**src/rtl/uart_receiver.sv**
```systemverilog
// 8N1 UART receiver: 2-FF synchronizer, mid-bit sampling FSM and a small
// first-word-fall-through FIFO with sticky framing/overrun status.
module uart_receiver #(
  parameter int unsigned clk_freq_hz = 100000000,
  parameter int unsigned baud_rate   = 115200,
  parameter int unsigned FIFO_DEPTH  = 4
) (
  input  logic                             i_clk,
  input  logic                             i_rst,
  input  logic                             i_uart_rx,
  output logic [7:0]                       o_data,
  output logic                             o_valid,
  input  logic                             i_ready,
  output logic [$clog2(FIFO_DEPTH+1)-1:0]  o_count,
  output logic                             o_frame_err,
  output logic                             o_overrun,
  input  logic                             i_clr_err
);

  localparam int unsigned DIV    = clk_freq_hz / baud_rate;
  localparam int unsigned BAUD_W = $clog2(DIV);
  localparam int unsigned PTR_W  = $clog2(FIFO_DEPTH);
  localparam int unsigned CNT_W  = $clog2(FIFO_DEPTH + 1);

  localparam logic [BAUD_W-1:0] HALF_RELOAD = BAUD_W'(DIV / 2 - 1);
  localparam logic [BAUD_W-1:0] FULL_RELOAD = BAUD_W'(DIV - 1);

  typedef enum logic [2:0] {
    IDLE,
    START,
    DATA,
    STOP,
    WAIT_HIGH
  } state_t;

  state_t state, state_next;

  logic              rx_meta, rx_s;
  logic [BAUD_W-1:0] baud_cnt;
  logic [2:0]        bit_idx;
  logic [7:0]        shift;
  logic              tick;
  logic              push_req;

  logic load_half, load_full, shift_en, bit_clr, push_set, frame_set;

  logic [7:0]       mem [FIFO_DEPTH];
  logic [PTR_W-1:0] wr_ptr, rd_ptr;
  logic [CNT_W-1:0] count;
  logic             full, do_pop, do_push, drop;
  logic             frame_err, overrun;

  always_ff @(posedge i_clk or posedge i_rst) begin
    if (i_rst) begin
      rx_meta <= 1'b1;
      rx_s    <= 1'b1;
    end else begin
      rx_meta <= i_uart_rx;
      rx_s    <= rx_meta;
    end
  end

  assign tick = (baud_cnt == '0);

  always_ff @(posedge i_clk or posedge i_rst) begin
    if (i_rst) state <= IDLE;
    else       state <= state_next;
  end

  always_comb begin
    state_next = state;
    unique case (state)
      IDLE:      if (!rx_s) state_next = START;
      START:     if (tick) state_next = rx_s ? IDLE : DATA;
      DATA:      if (tick && bit_idx == 3'd7) state_next = STOP;
      STOP:      if (tick) state_next = rx_s ? IDLE : WAIT_HIGH;
      WAIT_HIGH: if (rx_s) state_next = IDLE;
      default:   state_next = IDLE;
    endcase
  end

  always_comb begin
    load_half = 1'b0;
    load_full = 1'b0;
    shift_en  = 1'b0;
    bit_clr   = 1'b0;
    push_set  = 1'b0;
    frame_set = 1'b0;
    unique case (state)
      IDLE:  load_half = !rx_s;
      START: begin
        if (tick && !rx_s) begin
          load_full = 1'b1;
          bit_clr   = 1'b1;
        end
      end
      DATA: begin
        if (tick) begin
          load_full = 1'b1;
          shift_en  = 1'b1;
        end
      end
      STOP: begin
        if (tick) begin
          push_set  = rx_s;
          frame_set = !rx_s;
        end
      end
      default: ;
    endcase
  end

  always_ff @(posedge i_clk or posedge i_rst) begin
    if (i_rst) begin
      baud_cnt <= '0;
      bit_idx  <= '0;
      shift    <= '0;
      push_req <= 1'b0;
    end else begin
      if (load_half)      baud_cnt <= HALF_RELOAD;
      else if (load_full) baud_cnt <= FULL_RELOAD;
      else if (!tick)     baud_cnt <= baud_cnt - BAUD_W'(1);

      if (bit_clr)       bit_idx <= '0;
      else if (shift_en) bit_idx <= bit_idx + 3'd1;

      if (shift_en) shift <= {rx_s, shift[7:1]};

      push_req <= push_set;
    end
  end

  // The push lands one cycle after the stop sample; the shift register cannot
  // move again until the next frame's data bits, so it is written directly.
  assign full    = (count == CNT_W'(FIFO_DEPTH));
  assign do_pop  = (count != '0) && i_ready;
  assign do_push = push_req && (!full || do_pop);
  assign drop    = push_req && full && !do_pop;

  always_ff @(posedge i_clk or posedge i_rst) begin
    if (i_rst) begin
      mem       <= '{default: '0};
      wr_ptr    <= '0;
      rd_ptr    <= '0;
      count     <= '0;
      frame_err <= 1'b0;
      overrun   <= 1'b0;
    end else begin
      if (do_push) begin
        mem[wr_ptr] <= shift;
        wr_ptr      <= wr_ptr + PTR_W'(1);
      end
      if (do_pop) rd_ptr <= rd_ptr + PTR_W'(1);

      if (do_push && !do_pop)      count <= count + CNT_W'(1);
      else if (do_pop && !do_push) count <= count - CNT_W'(1);

      if (frame_set)      frame_err <= 1'b1;
      else if (i_clr_err) frame_err <= 1'b0;

      if (drop)           overrun <= 1'b1;
      else if (i_clr_err) overrun <= 1'b0;
    end
  end

  assign o_data      = mem[rd_ptr];
  assign o_valid     = (count != '0);
  assign o_count     = count;
  assign o_frame_err = frame_err;
  assign o_overrun   = overrun;

endmodule

```
**config.mk**
```make
export PLATFORM = sky130hd
export DESIGN_NAME = uart_receiver
export DESIGN_NICKNAME = d
export VERILOG_FILES = /design/src/rtl/uart_receiver.sv
export SDC_FILE = /design/constraint.sdc
export NUM_CORES = 1
export LEC_CHECK = 0
export BUFFER_PORTS_ARGS = -buffer_cell sky130_fd_sc_hd__buf_2
export CAP_MARGIN = 20
export CORE_UTILIZATION = 45
export CTS_CLUSTER_SIZE = 28
export DETAILED_ROUTE_END_ITERATION = 7
export GPL_TIMING_DRIVEN = 0
export SLEW_MARGIN = 10
export SYNTH_ARGS = -nofsm -noshare
export SYNTH_HDL_FRONTEND = slang
export SYNTH_SLANG_ARGS = --single-unit
export TNS_END_PERCENT = 50
```
**constraint.sdc**
```tcl
create_clock -name i_clk -period 4.89 [get_ports i_clk]
set_input_delay 0.489 -clock i_clk [delete_from_list [all_inputs] [get_ports i_clk]]
set_output_delay 0.489 -clock i_clk [all_outputs]
set_load 0.01 [all_outputs]
```
==> metrics.yaml, run 1 <==
status:
  status: "finished, final reports clean"
clock_network:
  cts_buffer_depth: 2
  cts_setup_buffers: 0
  cts_tree: "done"
  insertion_delay_ns: 0.34
  cts_hold_repair.buffers: 0
  cts_root_buffer: "clkbuf_8"
  post_cts_resized: 0
  clk_pin_slew_ns: 0.07
  cts_num_sinks: 68
  numCtsBuffers: 9
  h-tree-depth: 3
final_layout:
  fillers: 578
  antenna_cells: 0
  fin_cells: 334
  drive_gt1_share_pct: 38.9
  area_growth_pct: 12.3
  nets: 268
synthesis:
  yosysSeqAreaShare_pct: 54.7
  synth_top_area_cell: "dfrtp_1"
  yosys-top-cells-area: "dfrtp_1, mux2_2, mux4_2, ha_1, mux2_4"
  synth_cell_type_count: 46
  synth_flop_cell: "dfrtp_1"
  synth_seq_cells: 68
  yosysMostFrequentCell: "dfrtp_1"
  ys_warn_count: 0
  synth_edf_count: 0
  synth_top_area_share_pct: 53.0
  synth_common_cells: "dfrtp_1, mux2_2, inv_1, nand2_1, ha_1"
  async_flop_share_pct: 100
  syn_inst: 223
  syn_area_mm2: 0.00312
  synth_nets: 238
  synth_area_per_cell_um2: 14.0
critical_path:
  cp_slowest_cell: "dfrtp_1"
  worstPathArrival_ns: 2.48
  worstPathMaxFanout: 8
  cp_top_family: "adder cells"
  worstPathCellList: "nor4b_1, nor2b_1, buf_2, ha_1, inv_1, fa_1, mux2_2"
  worst-path-buf-inv: 2
  reg2regPathDepth: 7
  crit_type: "reg -> reg"
  required_ns: 5.11
  start_kind: "flip-flop"
  max_stage_delay_ns: 0.45
  timing.rr.start: "o_count[0]$_DFFE_PP0P_"
  r2r-end: "o_count[1]$_DFFE_PP0P_"
  rrSetupSlack_ns: 2.63
  end_kind: "flip-flop"
routing:
  firstDrtPassIters: 4
  avgRoutedWirePerCell_um: 15.5
  via_per_inst: 5.39
  met1_length_um: 2360
  wl_um: 5160
  dr_total_vias: 1799
  route.met2.wl_um: 2610
  route.met3.wl_um: 163
  ant_nets: 0
  drtIter0Drc: 51
  top_layer: "met4"
  route.detailed.drc: 0
sta:
  fin_worst_skew_ns: 0.0113
  tns_ns: 0
  maxSlewHeadroom_pct: 49.7
  rsz0062_at_grt: "false"
  final_hold_viol_count: 0
  finalMaxSlewViolations: 0
  setup_viol: 0
  period_minus_slack_ns: 2.26
  max_freq_ghz: 0.443
  period_share_pct: 46.2
  worst_slew_pin_slew_ns: 0.748
power_and_ir_drop:
  p_sw_share_pct: 21.9
  powerDensity_mw_per_mm2: 279
  netSwitchingPower_w: 0.000214
  p_int_w: 0.000762
  irDropWorstVdd_uv: 159
  clockPowerShare_pct: 40.4
  p_seq_share_pct: 57.9
  p_comb_share_pct: 1.7
  leakagePower_nw: 1.73
placed_design:
  hpwl_um: 3410
  io_buffers: 18
  gp_congestion: 0.754
  placedCellCount: 319
global_routing:
  grt.total_usage_pct: 16.1
  grt_pass1_wl_um: 8760
  grt_max_degree: 57
  grt-ovfl-total: 0
  antenna_found_initial: 0
  grt_pass1_vias: 1822
worst_hold_path:
  worstHoldPathType: "in -> async"
die:
  dieArea_mm2: 0.00726
  coreArea_mm2: 0.00653
  die_w_um: 85.2
  ioPinCount: 19
  fp.dieH_um: 85.2
  initial_core_util_pct: 47.7
  num_rows: 29
job:
  drv_cap: 0
worst register-to-register path, cell delays in order, from the launching register on:
cell and delay [ns]:
dfrtp_1 0.45, nor4b_1 0.43, nor2b_1 0.10, buf_2 0.20, ha_1 0.24, inv_1 0.07
fa_1 0.39, mux2_2 0.27
flip-flops by register name, summed over array words and instances (netlist names):
signal	count
bit_idx	3
shift	8
o_frame_err	1
wr_ptr	2
o_overrun	1
rx_meta	1
o_count	3
push_req	1
state	3
mem	32
rx_s	1
baud_cnt	10
rd_ptr	2
kinds of logic (layout without fill, tap and decap cells):
kind of cell,Yosys count,after routing,share of synthesized area [%]
AOI/OAI and AO/OA,22,22,4.66
xor gates and xnor gates,9,9,2.53
adders and majority gates,10,10,4.26
and+or+nand+nor,47,47,9.39
muxes,51,51,22.1
DFF,68,68,54.7
buffers and inverters,16,50,2.37
how the worst max path moves through the flow:
stage / from / slack, ns / endpoint / cells after the start
floorplan: i_rst / 2.69 / baud_cnt[0]$_DFFE_PP0P_ / 1
global placement: i_rst / 1.81 / mem[19]$_DFFE_PP0P_ / 2
detailed placement: i_ready / 2.53 / o_count[1]$_DFFE_PP0P_ / 8
CTS: rd_ptr[1]$_DFFE_PP0N_ / 2.59 / o_data[6] / 3
global route: o_count[0]$_DFFE_PP0P_ / 2.48 / o_count[1]$_DFFE_PP0P_ / 7
finish: o_count[0]$_DFFE_PP0P_ / 2.63 / o_count[1]$_DFFE_PP0P_ / 7
cells in the final DEF (no fill, tap or decap), types with 5 or more instances in the layout:
cell type	synthesis	routed
mux2_2	35	35
inv_1	11	10
xnor2_1	5	5
nand3_1	7	7
nor2_1	6	6
mux4_2	8	8
a21oi_1	5	5
o21ai_0	6	6
ha_1	9	9
buf_2	2	20
clkbuf_8	0	10
nand2_1	11	11
mux2_4	7	7
dfrtp_1	66	66
metrics by stage:
step                setup WS (ns)  hold slack, ns  cell area (um2)  utilization (%)  power (W)
floorplan                    2.69           0.345             3120                -   0.000584
global route                 2.48          0.0570             3500             53.6    0.00102
finish                       2.63          0.0614             3500             53.6   0.000976
detailed placement           2.53           0.349             3330             51.0   0.000593
global placement             1.81           0.346             3300             50.6   0.000590
CTS                          2.59          0.0467             3500             53.6   0.000992
layer usage:
layer	global-route usage, %	vias up
li1	-	872
met1	20.1	892
met2	26.8	33
met3	5.25	2
met4	4.62	0
met5	0	-
layout make-up:
| cell class | instances | area (um2) | area share [%] |
|---|---|---|---|
| timing repair buffer | 19 | 118 | 3.36 |
| clock buffer | 11 | 141 | 4.04 |
| sequential | 68 | 1700 | 48.7 |
| inverter | 11 | 43.8 | 1.25 |
| tap | 77 | 96.3 | 2.75 |
| buffer | 5 | 32.5 | 0.929 |
| multi-input combinational | 139 | 1340 | 38.2 |
| clock inverter | 4 | 26.3 | 0.751 |
power by group through the flow:
stage	Sequential, W	Clock, W	Combinational (W)
after global routing	0.000564	0.000433	0.0000201
after floorplan	0.000575	0	0.00000943
final	0.000565	0.000394	0.0000169
after detailed placement	0.000575	0	0.0000182
after global placement	0.000575	0	0.0000148
after CTS	0.000564	0.000410	0.0000180
(Power assumes the default switching activity.)
==> inputs of run 2 (changes only) <==
==> constraint.sdc (replaced) <==
create_clock -name i_clk -period 2.2 [get_ports i_clk]
set_input_delay 0.22 -clock i_clk [delete_from_list [all_inputs] [get_ports i_clk]]
set_output_delay 0.22 -clock i_clk [all_outputs]
set_load 0.01 [all_outputs]
==> run 2 against run 1 <==
Net effect:
- clock skew about the same
- non-clock buffer count increased by 2
- cell count increased by 0.60%
- count of clock-buffer cells in the layout unchanged
- design area increased by 1.3%
- clock power increased by 120%
- highest routed layer unchanged
- critical endpoint unchanged
- sequential share of layout area decreased by 0.55 points
- setup slack got worse by 2.5 ns
==> metrics.yaml, run 2 (synthesis results as in run 1) <==
status:
  status: "finished, final reports clean"
routing:
  wl_um: 5200
  drtIter0Drc: 53
  firstDrtPassIters: 4
  route.detailed.drc: 0
  avgRoutedWirePerCell_um: 15.5
  ant_nets: 0
  via_per_inst: 5.39
  dr_total_vias: 1812
sta:
  holdWs_ns: 0.0804
  fin_ws_ns: 0.113
  final_hold_viol_count: 0
  worst_slew_pin_slew_ns: 0.784
  finalMaxSlewViolations: 0
  setup_viol: 0
  period_share_pct: 94.9
  tns_ns: 0
  maxSlewHeadroom_pct: 47.2
  period_minus_slack_ns: 2.09
  fin_worst_skew_ns: 0.0114
  max_freq_ghz: 0.479
clock_network:
  numCtsBuffers: 9
  clk_pin_slew_ns: 0.07
  cts_setup_buffers: 0
  cts_buffer_depth: 2
  h-tree-depth: 3
  cts_tree: "done"
  insertion_delay_ns: 0.33
  cts_num_sinks: 68
  cts_root_buffer: "clkbuf_8"
worst_hold_path:
  min_from: "i_clr_err"
  worstHoldPathType: "in -> reg"
  hold_end: "o_frame_err$_DFFE_PP0P_"
  hold_path_depth: 2
die:
  coreArea_mm2: 0.00653
  dieArea_mm2: 0.00726
  ioPinCount: 19
  fp.dieH_um: 85.2
  initial_core_util_pct: 47.7
  num_rows: 29
  die_w_um: 85.2
final_layout:
  largest-register: "mem"
  layout_common_cells: "dfrtp_1, mux2_2, buf_2"
  fin_cells: 336
  finalInstanceArea_mm2: 0.00355
  nets: 270
  reg_top3: "mem x32, baud_cnt x10, shift x8"
  area_growth_pct: 13.8
  largest_register_ffs: 32
  fillers: 566
  final_common_cell: "dfrtp_1"
  drive_gt1_share_pct: 40.5
  antenna_cells: 0
global_routing:
  grt_pass1_wl_um: 8780
  grt.total_usage_pct: 16.1
  antenna_found_initial: 0
  grt_max_degree: 57
  grt_pass1_vias: 1828
  grt-ovfl-total: 0
placed_design:
  place_area_mm2: 0.00333
  dp_slack_ns: -0.0574
  placedCellCount: 319
  io_buffers: 18
  hpwl_um: 3410
  gp_congestion: 0.754
job:
  drv_cap: 0
critical_path:
  worstPathMaxFanout: 8
  timing.rr.start: "o_count[1]$_DFFE_PP0P_"
  worstPathCellList: "nor4b_4, nor2b_1, buf_2, ha_1, inv_1, fa_1, mux2_2"
  cp_slowest_cell: "dfrtp_2"
  rrSetupSlack_ns: 0.11
  end_kind: "flip-flop"
  worstPathArrival_ns: 2.30
  max_stage_delay_ns: 0.45
  start_kind: "flip-flop"
  reg2regPathDepth: 7
  r2r-end: "o_count[1]$_DFFE_PP0P_"
  cp_top_family: "adder cells"
  worst-path-buf-inv: 2
  required_ns: 2.42
  crit_type: "reg -> reg"
power_and_ir_drop:
  p_int_w: 0.00170
  netSwitchingPower_w: 0.000477
  p_seq_share_pct: 57.8
  irDropWorstVdd_uv: 354
  p_sw_share_pct: 21.9
  p_comb_share_pct: 1.9
  powerDensity_mw_per_mm2: 613
  leakagePower_nw: 1.74
  clockPowerShare_pct: 40.4
## run 2: cell types whose count changed in the layout (fill, tap and decap cells not counted)
| cell | previous run | this run |
|---|---|---|
| dfrtp_1 | 66 | 64 |
| dfrtp_2 | 0 | 2 |
| dlygate4sd3_1 | 0 | 2 |
| nand2_1 | 11 | 10 |
| nand2_2 | 4 | 5 |
| nor4b_1 | 1 | 0 |
| nor4b_4 | 1 | 2 |
| or3_1 | 1 | 0 |
| or3_4 | 0 | 1 |
## run 2: metal layers
layer / track usage, % / share of wire (%) / vias up
li1: - / - / 875
met1: 20.3 / 45 / 903
met2: 26.8 / 51 / 30
met3: 5.25 / 3.0 / 4
met4: 4.62 / 0.77 / 0
met5: 0 / 0 / -
## run 2: final cells by class
cell class / instances / area (um2) / area share, %
sequential: 68 / 1710 / 48.1
multi-input combinational: 139 / 1360 / 38.4
clock buffer: 11 / 141 / 3.99
timing repair buffer: 21 / 138 / 3.88
tap: 77 / 96.3 / 2.72
inverter: 11 / 43.8 / 1.24
buffer: 5 / 32.5 / 0.917
clock inverter: 4 / 26.3 / 0.741
## run 2: worst max path at each step
stage                            from                      to  slack, ns  depth (start not counted)
3_5_place_dp   o_count[0]$_DFFE_PP0P_  o_count[1]$_DFFE_PP0P_      -0.06                          7
5_1_grt        o_count[0]$_DFFE_PP0P_  o_count[2]$_DFFE_PP0P_   -0.00001                          8
4_1_cts        o_count[0]$_DFFE_PP0P_  o_count[1]$_DFFE_PP0P_       0.01                          7
6_report       o_count[1]$_DFFE_PP0P_  o_count[1]$_DFFE_PP0P_       0.11                          7
2_1_floorplan  o_count[0]$_DFFE_PP0P_  o_count[1]$_DFFE_PP0P_       0.08                          7
3_3_place_gp                    i_rst     mem[19]$_DFFE_PP0P_      -0.61                          2
## run 2: worst register-to-register path, cell delays in order, from the launching register on
cell	delay, ns
dfrtp_2	0.45
nor4b_4	0.29
nor2b_1	0.08
buf_2	0.19
ha_1	0.24
inv_1	0.07
fa_1	0.39
mux2_2	0.27
## run 2: metrics by stage
stage               util, %  power [W]
global route           54.3    0.00226
finish                 54.3    0.00217
detailed placement     51.0    0.00132
CTS                    54.0    0.00221
global placement       50.6    0.00131
floorplan                 -    0.00130
## run 2: power groups by stage
stage	Sequential (W)	Combinational [W]	Clock, W
floorplan	0.00128	0.0000210	0
global placement	0.00128	0.0000330	0
detailed placement	0.00128	0.0000404	0
CTS	0.00125	0.0000428	0.000911
global route	0.00125	0.0000481	0.000962
finish	0.00125	0.0000408	0.000877
## run 2: what timing repair did
action                                  CTS  global route
hold buffers                              2             0
pin swaps                                 0             1
resized for setup                         1             5
endpoints found under the hold margin    11             0
endpoints found under the setup margin    1             4
